==> src/rtl/backlight_pkg.sv <==
`default_nettype none
// ============================================================================
// Module      : backlight_pkg
// Description : Zone-grid geometry, zone-index type and drain state encoding
//               shared by the local-dimming statistics and filter stages.
// Revision    : 1.0 - initial release
// ============================================================================
package backlight_pkg;

    localparam int ZONE_COLS = 24;
    localparam int ZONE_ROWS = 15;
    localparam int ZONE_NUM  = ZONE_COLS * ZONE_ROWS;

    // Column counter holds 0..ZONE_COLS (one past the end after a full line)
    localparam int COL_W = 5;
    // Zone-row counter holds 0..ZONE_ROWS (saturates past the active area)
    localparam int ROW_W = 4;

    typedef logic [8:0] zone_idx_t;

    typedef enum logic [1:0] {
        ST_IDLE  = 2'd0,
        ST_DRAIN = 2'd1,
        ST_FLUSH = 2'd2
    } drain_state_t;

    // Linear zone number, row-major
    function automatic zone_idx_t zone_index(input logic [ROW_W-1:0] zrow,
                                             input logic [COL_W-1:0] col);
        return zone_idx_t'(zrow) * zone_idx_t'(ZONE_COLS) + zone_idx_t'(col);
    endfunction

endpackage
`default_nettype wire

==> src/rtl/zone_mean_pipe.sv <==
`default_nettype none
// ============================================================================
// Module      : zone_mean_pipe
// Description : Three-stage zone mean pipeline: capture sum, multiply by the
//               reciprocal of the zone pixel count, shift and clamp to 8 bits.
//               The zone index travels alongside as side-band.
// Revision    : 1.0 - initial release
// ============================================================================
module zone_mean_pipe
    import backlight_pkg::*;
#(
    parameter int SUM_W   = 21,
    parameter int RECIP   = 2913,
    parameter int RECIP_W = 12,
    parameter int SHIFT   = 24
) (
    input  logic             sys_clk,
    input  logic             sys_rst,
    input  logic             kill,
    input  logic             in_valid,
    input  logic [SUM_W-1:0] in_sum,
    input  zone_idx_t        in_index,
    output logic [15:0]      gray,
    output zone_idx_t        gray_index,
    output logic             gray_update
);

    localparam int c_prod_w = SUM_W + RECIP_W;
    localparam logic [RECIP_W-1:0]  c_recip    = RECIP_W'(RECIP);
    localparam logic [c_prod_w-1:0] c_gray_max = c_prod_w'(255);

    logic                r_s1_valid;
    logic [SUM_W-1:0]    r_s1_sum;
    zone_idx_t           r_s1_idx;
    logic                r_s2_valid;
    logic [c_prod_w-1:0] r_s2_prod;
    zone_idx_t           r_s2_idx;

    logic [c_prod_w-1:0] w_quot;
    logic [7:0]          w_clamp;

    assign w_quot  = r_s2_prod >> SHIFT;
    assign w_clamp = (w_quot > c_gray_max) ? 8'hFF : w_quot[7:0];

    // Pipeline stages; kill drops in-flight zones but gray/gray_index hold
    always_ff @(posedge sys_clk or negedge sys_rst) begin
        if (!sys_rst) begin
            r_s1_valid  <= 1'b0;
            r_s1_sum    <= '0;
            r_s1_idx    <= '0;
            r_s2_valid  <= 1'b0;
            r_s2_prod   <= '0;
            r_s2_idx    <= '0;
            gray        <= '0;
            gray_index  <= '0;
            gray_update <= 1'b0;
        end else begin
            r_s1_valid  <= in_valid & ~kill;
            r_s2_valid  <= r_s1_valid & ~kill;
            gray_update <= r_s2_valid & ~kill;
            if (in_valid) begin
                r_s1_sum <= in_sum;
                r_s1_idx <= in_index;
            end
            if (r_s1_valid) begin
                r_s2_prod <= c_prod_w'(r_s1_sum) * c_prod_w'(c_recip);
                r_s2_idx  <= r_s1_idx;
            end
            if (r_s2_valid && !kill) begin
                gray       <= {8'd0, w_clamp};
                gray_index <= r_s2_idx;
            end
        end
    end

endmodule
`default_nettype wire

==> src/rtl/zone_stat.sv <==
`default_nettype none
// ============================================================================
// Module      : zone_stat
// Description : Splits the active-video luminance stream into a 24x15 zone
//               grid, accumulates per-zone sums one zone row at a time and
//               drains the zone means as a (gray, gray_index, gray_update)
//               stream, pulsing process_end after the last zone of a frame.
// Revision    : 1.0 - initial release
// ============================================================================
module zone_stat
    import backlight_pkg::*;
#(
    parameter int ZW      = 80,
    parameter int ZH      = 72,
    parameter int SUM_W   = 21,
    parameter int RECIP   = 2913,
    parameter int RECIP_W = 12,
    parameter int SHIFT   = 24
) (
    input  logic        sys_clk,
    input  logic        sys_rst,
    input  logic        pix_vs,
    input  logic        pix_de,
    input  logic [7:0]  pix_y,
    output logic [15:0] gray,
    output zone_idx_t   gray_index,
    output logic        gray_update,
    output logic        process_end,
    output logic        overrun
);

    localparam int c_x_w = $clog2(ZW + 1);
    localparam int c_l_w = $clog2(ZH + 1);
    localparam logic [c_x_w-1:0] c_x_last    = c_x_w'(ZW - 1);
    localparam logic [c_l_w-1:0] c_line_last = c_l_w'(ZH - 1);
    localparam logic [COL_W-1:0] c_col_last  = COL_W'(ZONE_COLS - 1);
    localparam logic [COL_W-1:0] c_col_end   = COL_W'(ZONE_COLS);
    localparam logic [ROW_W-1:0] c_row_end   = ROW_W'(ZONE_ROWS);
    localparam zone_idx_t        c_idx_last  = zone_idx_t'(ZONE_NUM - 1);

    logic              r_vs_d;
    logic              r_de_d;
    logic [c_x_w-1:0]  r_x;
    logic [COL_W-1:0]  r_col;
    logic [c_l_w-1:0]  r_line;
    logic [ROW_W-1:0]  r_zrow;
    logic [ROW_W-1:0]  r_zrow_lat;
    logic [COL_W-1:0]  r_rd_col;
    drain_state_t      r_state;
    drain_state_t      w_state_nxt;
    logic [SUM_W-1:0]  w_acc [ZONE_COLS];

    logic w_vs_rise;
    logic w_de_fall;
    logic w_active;
    logic w_drain_start;
    logic w_draining;

    assign w_vs_rise     = pix_vs & ~r_vs_d;
    assign w_de_fall     = r_de_d & ~pix_de;
    assign w_active      = (r_zrow < c_row_end);
    assign w_drain_start = w_de_fall && w_active && (r_line == c_line_last);
    assign w_draining    = (r_state == ST_DRAIN);

    // Edge-detect history for frame sync and active-video qualifier
    always_ff @(posedge sys_clk or negedge sys_rst) begin
        if (!sys_rst) begin
            r_vs_d <= 1'b0;
            r_de_d <= 1'b0;
        end else begin
            r_vs_d <= pix_vs;
            r_de_d <= pix_de;
        end
    end

    // Raster position in zone coordinates; frozen once past the last zone row
    always_ff @(posedge sys_clk or negedge sys_rst) begin
        if (!sys_rst) begin
            r_x    <= '0;
            r_col  <= '0;
            r_line <= '0;
            r_zrow <= '0;
        end else if (w_vs_rise) begin
            r_x    <= '0;
            r_col  <= '0;
            r_line <= '0;
            r_zrow <= '0;
        end else if (w_active) begin
            if (pix_de) begin
                if (r_x == c_x_last) begin
                    r_x <= '0;
                    if (r_col != c_col_end) begin
                        r_col <= r_col + 1'b1;
                    end
                end else begin
                    r_x <= r_x + 1'b1;
                end
            end else if (w_de_fall) begin
                r_x   <= '0;
                r_col <= '0;
                if (r_line == c_line_last) begin
                    r_line <= '0;
                    r_zrow <= r_zrow + 1'b1;
                end else begin
                    r_line <= r_line + 1'b1;
                end
            end
        end
    end

    // Per-column accumulators; a pixel landing on the column being drained wins
    for (genvar c = 0; c < ZONE_COLS; c++) begin : g_acc
        logic [SUM_W-1:0] r_acc;
        logic             w_hit;
        logic             w_clr;

        assign w_hit    = pix_de && w_active && (r_col == COL_W'(c));
        assign w_clr    = w_draining && (r_rd_col == COL_W'(c));
        assign w_acc[c] = r_acc;

        // Accumulate, clear on drain, wipe on frame start
        always_ff @(posedge sys_clk or negedge sys_rst) begin
            if (!sys_rst) begin
                r_acc <= '0;
            end else if (w_vs_rise) begin
                r_acc <= '0;
            end else if (w_hit) begin
                r_acc <= w_clr ? SUM_W'(pix_y) : r_acc + SUM_W'(pix_y);
            end else if (w_clr) begin
                r_acc <= '0;
            end
        end
    end

    // Drain FSM state register; frame sync aborts any drain in progress
    always_ff @(posedge sys_clk or negedge sys_rst) begin
        if (!sys_rst) begin
            r_state <= ST_IDLE;
        end else if (w_vs_rise) begin
            r_state <= ST_IDLE;
        end else begin
            r_state <= w_state_nxt;
        end
    end

    // Drain FSM next state: 24 issue cycles, then 2 cycles to empty the pipe
    always_comb begin
        w_state_nxt = r_state;
        case (r_state)
            ST_IDLE:  if (w_drain_start) w_state_nxt = ST_DRAIN;
            ST_DRAIN: if (r_rd_col == c_col_last) w_state_nxt = ST_FLUSH;
            ST_FLUSH: if (r_rd_col == COL_W'(1)) w_state_nxt = ST_IDLE;
            default:  w_state_nxt = ST_IDLE;
        endcase
    end

    // Read column in DRAIN, doubling as the flush cycle counter; restarts on each state change
    always_ff @(posedge sys_clk or negedge sys_rst) begin
        if (!sys_rst) begin
            r_rd_col <= '0;
        end else if (w_vs_rise || (r_state == ST_IDLE) || (w_state_nxt != r_state)) begin
            r_rd_col <= '0;
        end else begin
            r_rd_col <= r_rd_col + 1'b1;
        end
    end

    // Zone row being drained; r_zrow advances on the same edge that starts the drain
    always_ff @(posedge sys_clk or negedge sys_rst) begin
        if (!sys_rst) begin
            r_zrow_lat <= '0;
        end else if ((r_state == ST_IDLE) && w_drain_start && !w_vs_rise) begin
            r_zrow_lat <= r_zrow;
        end
    end

    // Sticky flag for active video arriving while a drain is still running
    always_ff @(posedge sys_clk or negedge sys_rst) begin
        if (!sys_rst) begin
            overrun <= 1'b0;
        end else if (w_vs_rise) begin
            overrun <= 1'b0;
        end else if (pix_de && (r_state != ST_IDLE)) begin
            overrun <= 1'b1;
        end
    end

    // Frame-complete pulse one cycle after the strobe carrying the last zone
    always_ff @(posedge sys_clk or negedge sys_rst) begin
        if (!sys_rst) begin
            process_end <= 1'b0;
        end else begin
            process_end <= !w_vs_rise && gray_update && (gray_index == c_idx_last);
        end
    end

    zone_mean_pipe #(
        .SUM_W   (SUM_W),
        .RECIP   (RECIP),
        .RECIP_W (RECIP_W),
        .SHIFT   (SHIFT)
    ) u_mean_pipe (
        .sys_clk     (sys_clk),
        .sys_rst     (sys_rst),
        .kill        (w_vs_rise),
        .in_valid    (w_draining),
        .in_sum      (w_acc[r_rd_col]),
        .in_index    (zone_index(r_zrow_lat, r_rd_col)),
        .gray        (gray),
        .gray_index  (gray_index),
        .gray_update (gray_update)
    );

endmodule
`default_nettype wire
==> config.mk <==
export PLATFORM = sky130hd
export DESIGN_NAME = zone_stat
export DESIGN_NICKNAME = d
export VERILOG_FILES = /design/src/rtl/backlight_pkg.sv /design/src/rtl/zone_mean_pipe.sv /design/src/rtl/zone_stat.sv
export SDC_FILE = /design/constraint.sdc
export NUM_CORES = 2
export LEC_CHECK = 0
export BUFFER_PORTS_ARGS = -buffer_cell sky130_fd_sc_hd__buf_2
export CAP_MARGIN = 20
export CORE_MARGIN = 4
export CORE_UTILIZATION = 50
export DETAILED_ROUTE_END_ITERATION = 16
export PLACE_DENSITY = 0.64
export RECOVER_POWER = 25
export SYNTH_ARGS = -nofsm -noshare
export SYNTH_HDL_FRONTEND = slang
export SYNTH_HIERARCHICAL = 1
export SYNTH_SLANG_ARGS = --single-unit
==> constraint.sdc <==
create_clock -name sys_clk -period 5.6 [get_ports sys_clk]
set_input_delay 0.84 -clock sys_clk [delete_from_list [all_inputs] [get_ports sys_clk]]
set_output_delay 0.84 -clock sys_clk [all_outputs]
set_load 0.05 [all_outputs]
# After elaboration in Yosys (flattened, before gate mapping)
# Index checks and enable logic that the tools add are counted.
[word_totals] regBits=634 inputBits=12 out_inout_bits=28
[op_classes] add_sub_neg=30 multipliers=2 order_cmp=3 n_eq_ne=56 muxes=129 n_bitwise=9 reduce_logical=97
[op_table] cell="21-bit two-way mux" n=98
[op_table] cell="21-bit by 8-bit adder with 21-bit output" n=24
[op_table] cell="21-bit binary-select mux with 5-bit select" n=1
[op_table] cell="5-bit by 4-bit == test with 1-bit output (second input constant)" n=16
[op_table] cell="5-bit == test (second input constant)" n=16
[op_table] cell="3-bit nonzero test" n=25
[op_table] cell="7-bit two-way mux" n=10
[op_table] cell="1-bit logical AND" n=57
[op_table] cell="5-bit by 3-bit == test with 1-bit output (second input constant)" n=8
[op_table] cell="5-bit two-way mux" n=7
[op_table] cell="21-bit by 12-bit multiplier with 33-bit output (second input constant)" n=1
[op_table] cell="5-bit by 2-bit == test with 1-bit output (second input constant)" n=4
[op_table] cell="4-bit two-way mux" n=5
[op_table] cell="7-bit by 1-bit adder with 7-bit output (second input constant)" n=2
[op_table] cell="7-bit == test (second input constant)" n=2
[op_table] cell="5-bit by 1-bit adder with 5-bit output (second input constant)" n=2
[op_table] cell="5-bit by 1-bit == test with 1-bit output (second input constant)" n=2
[op_table] cell="5-bit zero test" n=2
[op_table] cell="2-bit nonzero test" n=5
[op_table] cell="9-bit by 5-bit adder with 9-bit output" n=1
[op_table] cell="9-bit == test (second input constant)" n=1
[op_table] cell="9-bit by 8-bit > comparator with 1-bit output (second input constant)" n=1
[op_table] cell="2-bit two-way mux" n=4
[op_table] cell="8-bit two-way mux" n=1
[op_table] cell="21 further kinds" n=31

# Logic depth before layout (Yosys ltp)
[logic_depth] ltp_word=9 mapped_depth=16

# Cells and area by module
# Netlist, hierarchy kept.
[by_module_without_submodules] mod="zone_stat" n_inst=1 cells_per_inst=4293 area_per_inst_um2=39475.4
[by_module_without_submodules] mod="zone_mean_pipe" n_inst=1 cells_per_inst=626 area_per_inst_um2=6491.2

# Worst setup path before layout
# OpenSTA, ideal clock, no wires.
[synth_path] kind="register -> register" startpoint="register u_mean_pipe.r_s1_sum[11]" endpoint="register u_mean_pipe.r_s2_prod[25]" setup_ns=0.125 t_arrival_ns=4.706 setup_slack_ns=0.769 path_stages_with_launch=17 cell_sequence="dfrtp_1 ha_1 inv_1 fa_1 inv_1 fa_1 inv_1 fa_1 fa_1 inv_1 ha_1 nand4_2 or3_1 or3_1 o221ai_2 xor2_1 mux2_2"
[synth_between] elab_chain_cells=1
[synth_lines] element="start, declared" line="zone_mean_pipe.sv:33" source="logic [SUM_W-1:0] r_s1_sum;"
[synth_lines] element="start signal, assigned" line="zone_mean_pipe.sv:62" source="r_s1_sum <= in_sum;"
[synth_lines] element="21-bit by 12-bit multiplier with 33-bit output" line="zone_mean_pipe.sv:66" source="r_s2_prod <= c_prod_w'(r_s1_sum) * c_prod_w'(c_recip);"
[synth_lines] element="end signal, assigned" line="zone_mean_pipe.sv:66"
[synth_lines] element="end, declared" line="zone_mean_pipe.sv:36" source="logic [c_prod_w-1:0] r_s2_prod;"
# Every way passes these cells.
# A chain may end at the register's enable or synchronous reset.

# Worst setup path in the final report
# Ends and elaborated chain as after synthesis.

==> flow_summary.json <==
{
  "vias_per_cell": 6.36,
  "synth.largest_area_cell": "dfrtp_1",
  "relSlewSlack_pct": -106,
  "synth_compound_area_share_pct": 14.9,
  "setup_viol": 0,
  "worstPathArrival_ns": 5.65,
  "synth_edf_count": 0,
  "initial_utilization_pct": 50.8,
  "maxSlewViolCount": 497,
  "rsz0062_at_grt": "no",
  "status": "finished, violations left",
  "synth-xor-area-share_pct": 6.23,
  "drcViolationCount": 0,
  "netlist_top_cells_count": "610 x dfrtp_1, 506 x nor2_1, 412 x nand2_1",
  "period_minus_slack_ns": 5.12,
  "skew_ns": 0.0448,
  "startpoint_type": "flop",
  "num_vias": 39000,
  "synth_top_family_by_area": "simple AND/OR/NAND/NOR gates",
  "tns_ns": 0,
  "antenna_found_initial": 6,
  "grt.overflow.total": 0,
  "dr.pass1.iters": 6,
  "path_cells": "ha_1, inv_1, fa_1, inv_1, fa_1, inv_1, fa_1, fa_1, inv_1, ha_1, nand4_2, or3_1, or3_1, o221ai_2, xor2_1, mux2_2",
  "slowest_stage": "fa_1",
  "synth-async-reset-ratio_pct": 100,
  "fp.dieW_um": 311,
  "port_buffers": 31,
  "clkTransAtPathRegs_ns": 0.06,
  "fin_crit_sh_pct": 91.5,
  "vdd_drop_max_mv": 0.205,
  "hold_viol_final": 0,
  "routed_wl_mm": 140,
  "die_height_um": 311,
  "cts_resized": 0,
  "grt_use_total_pct": 28.5,
  "ant_nets": 0,
  "grt_pass1_vias": 36500,
  "worst-path-max-fanout": 6,
  "wl_per_cell_um": 22.8,
  "slowest_delay_ns": 0.54,
  "cts.path.max_buffers": 3,
  "row_count": 110,
  "fmax_mhz": 195,
  "synthMuxAreaShare_pct": 9.98,
  "drive_gt1_share_pct": 10.2,
  "violations": "capacitance limit, slew limit",
  "post-place-ws_ns": 0.469,
  "synth_most_common_cell": "dfrtp_1",
  "htreeDepth": 3,
  "insertion_delay_ns": 0.67,
  "critPathRequiredTime_ns": 6.12,
  "power.density_nw_per_um2": 224,
  "endpoint_kind": "flop",
  "yosys_warnings": 6,
  "ys_seq_area_share_pct": 33.2,
  "cts_buffers": 75,
  "nets": 5307,
  "syn2layout_area_growth_pct": 8.70,
  "ios": 40,
  "ys_types": 97,
  "core_region_area_um2": 90600,
  "synthesis.area_per_instance_um2": 9.34,
  "fin_ws_ns": 0.475,
  "synth_seq_cells": 610,
  "root_buffer": "clkbuf_16",
  "yosysTopAreaCellShare_pct": 33.2,
  "hpwl_mm": 104,
  "crit_buf_inv": 4,
  "clock-sinks": 610,
  "cp_top_family": "adder cells",
  "leakagePower_nw": 21.7,
  "min_path_type": "in2reg",
  "postCtsHoldBufs": 0,
  "grt_max_degree": 128,
  "cts_tree": "yes",
  "postPlaceCellArea_um2": 47300,
  "synthAdderAreaFrac_pct": 12.5,
  "synth_ff_type": "dfrtp_1",
  "critPathKind": "reg2reg",
  "synth_area_um2": 46000,
  "grt_pass1_wl_mm": 218,
  "synthSimpleGateAreaFrac_pct": 19.2,
  "gp_congestion": 0.970,
  "worst_slew_pin_slew_ns": 3.09,
  "drt_iter0_markers": 3861,
  "netlist_instances": 4919,
  "finalInstanceArea_um2": 50000,
  "synthTopCellsByArea": "dfrtp_1 33%, ha_1 8.6%, mux4_2 7.2%, xnor2_1 5.1%, nor2_1 4.1%",
  "max_cap_violations": 7,
  "cts_setup_buffers": 0,
  "dieArea_um2": 96800
}
==> area by class of cell <==
cell class                 count  area (um2)
fill                        8105       40600
multi-input combinational   3866       28900
sequential                   610       15300
clock buffer                 109        2300
tap                         1176        1470
inverter                     240         906
timing repair buffer          97         696
clock inverter                29         373
antenna                        3        7.51
==> layout by cell type (no fill, tap or decap), types with 51 or more instances in the layout <==
master / instances
a211oi_1: 69
a21o_1: 64
a21oi_1: 270
a22oi_1: 73
and3_1: 67
buf_4: 51
clkbuf_16: 78
dfrtp_1: 607
fa_1: 90
ha_1: 315
inv_1: 238
mux2_2: 53
mux2i_1: 68
mux4_2: 147
nand2_1: 412
nand3_1: 221
nand4_1: 91
nor2_1: 506
nor3_1: 145
nor4_1: 60
o21ai_0: 265
xnor2_1: 269
xor2_1: 58
==> cells by family (layout without fill, tap and decap cells) <==
family          after synthesis  count (layout)
flops                       610             610
fa+ha+maj                   405             405
mux                         268             268
other cells                   1              11
compound gates             1072            1072
buf+inv                     450             475
simple gates               1786            1786
xor+xnor                    327             327
==> metal layers <==
layer	track usage, %	wire length [um]
met1	41.4	62600
met2	41.2	59300
met3	6.95	12500
met4	10.6	5390
met5	0	29
==> metrics by stage <==
stage	hold WS, ns	instances	utilization, %	total power, mW
6_report	0.378	6130	55.2	11.2
5_1_grt	0.361	6127	55.2	11.6
4_1_cts	0.313	6124	55.2	11.3
3_5_place_dp	0.459	5986	52.3	6.00
3_3_place_gp	0.459	5986	52.3	5.98
2_1_floorplan	0.437	4926	-	5.49
==> sequential cells by signal, summed over array words and instances (netlist names) <==
register,count
u_mean_pipe/gray_index,9
overrun,1
g_acc.r_acc,504
process_end,1
r_zrow,4
u_mean_pipe/r_s1_idx,9
r_de_d,1
r_vs_d,1
r_rd_col,5
r_x,7
u_mean_pipe/r_s2_valid,1
r_col,5
u_mean_pipe/r_s1_sum,21
r_line,7
u_mean_pipe/gray_update,1
u_mean_pipe/r_s2_idx,9
u_mean_pipe/r_s1_valid,1
r_state,2
r_zrow_lat,4
u_mean_pipe/gray,8
u_mean_pipe/r_s2_prod,9
==> path summary, 6_finish.rpt <==
| kind | depth (start not counted) | from | slack [ns] | end |
|---|---|---|---|---|
| min in group asynchronous | 1 | sys_rst | 1.20 | u_mean_pipe/gray[0] |
| worst max register to register | 16 | u_mean_pipe/r_s1_sum[11] | 0.48 | u_mean_pipe/r_s2_prod[25] |
| worst min register to register | 2 | u_mean_pipe/gray[0] | 0.47 | u_mean_pipe/gray[0] |
| worst min-delay path | 1 | pix_vs | 0.38 | r_vs_d |
| worst max-delay path | 16 | u_mean_pipe/r_s1_sum[11] | 0.48 | u_mean_pipe/r_s2_prod[25] |
| max in group asynchronous | 2 | sys_rst | 1.11 | g_acc[7].r_acc[13] |
==> report_power, final <==
group	switching [mW]	leakage, nW	internal, mW
Clock	2.07	1.32	3.18
Sequential	0.0985	8.49	4.48
Combinational	0.897	11.9	0.469
Power figures use the tool's default switching activity.
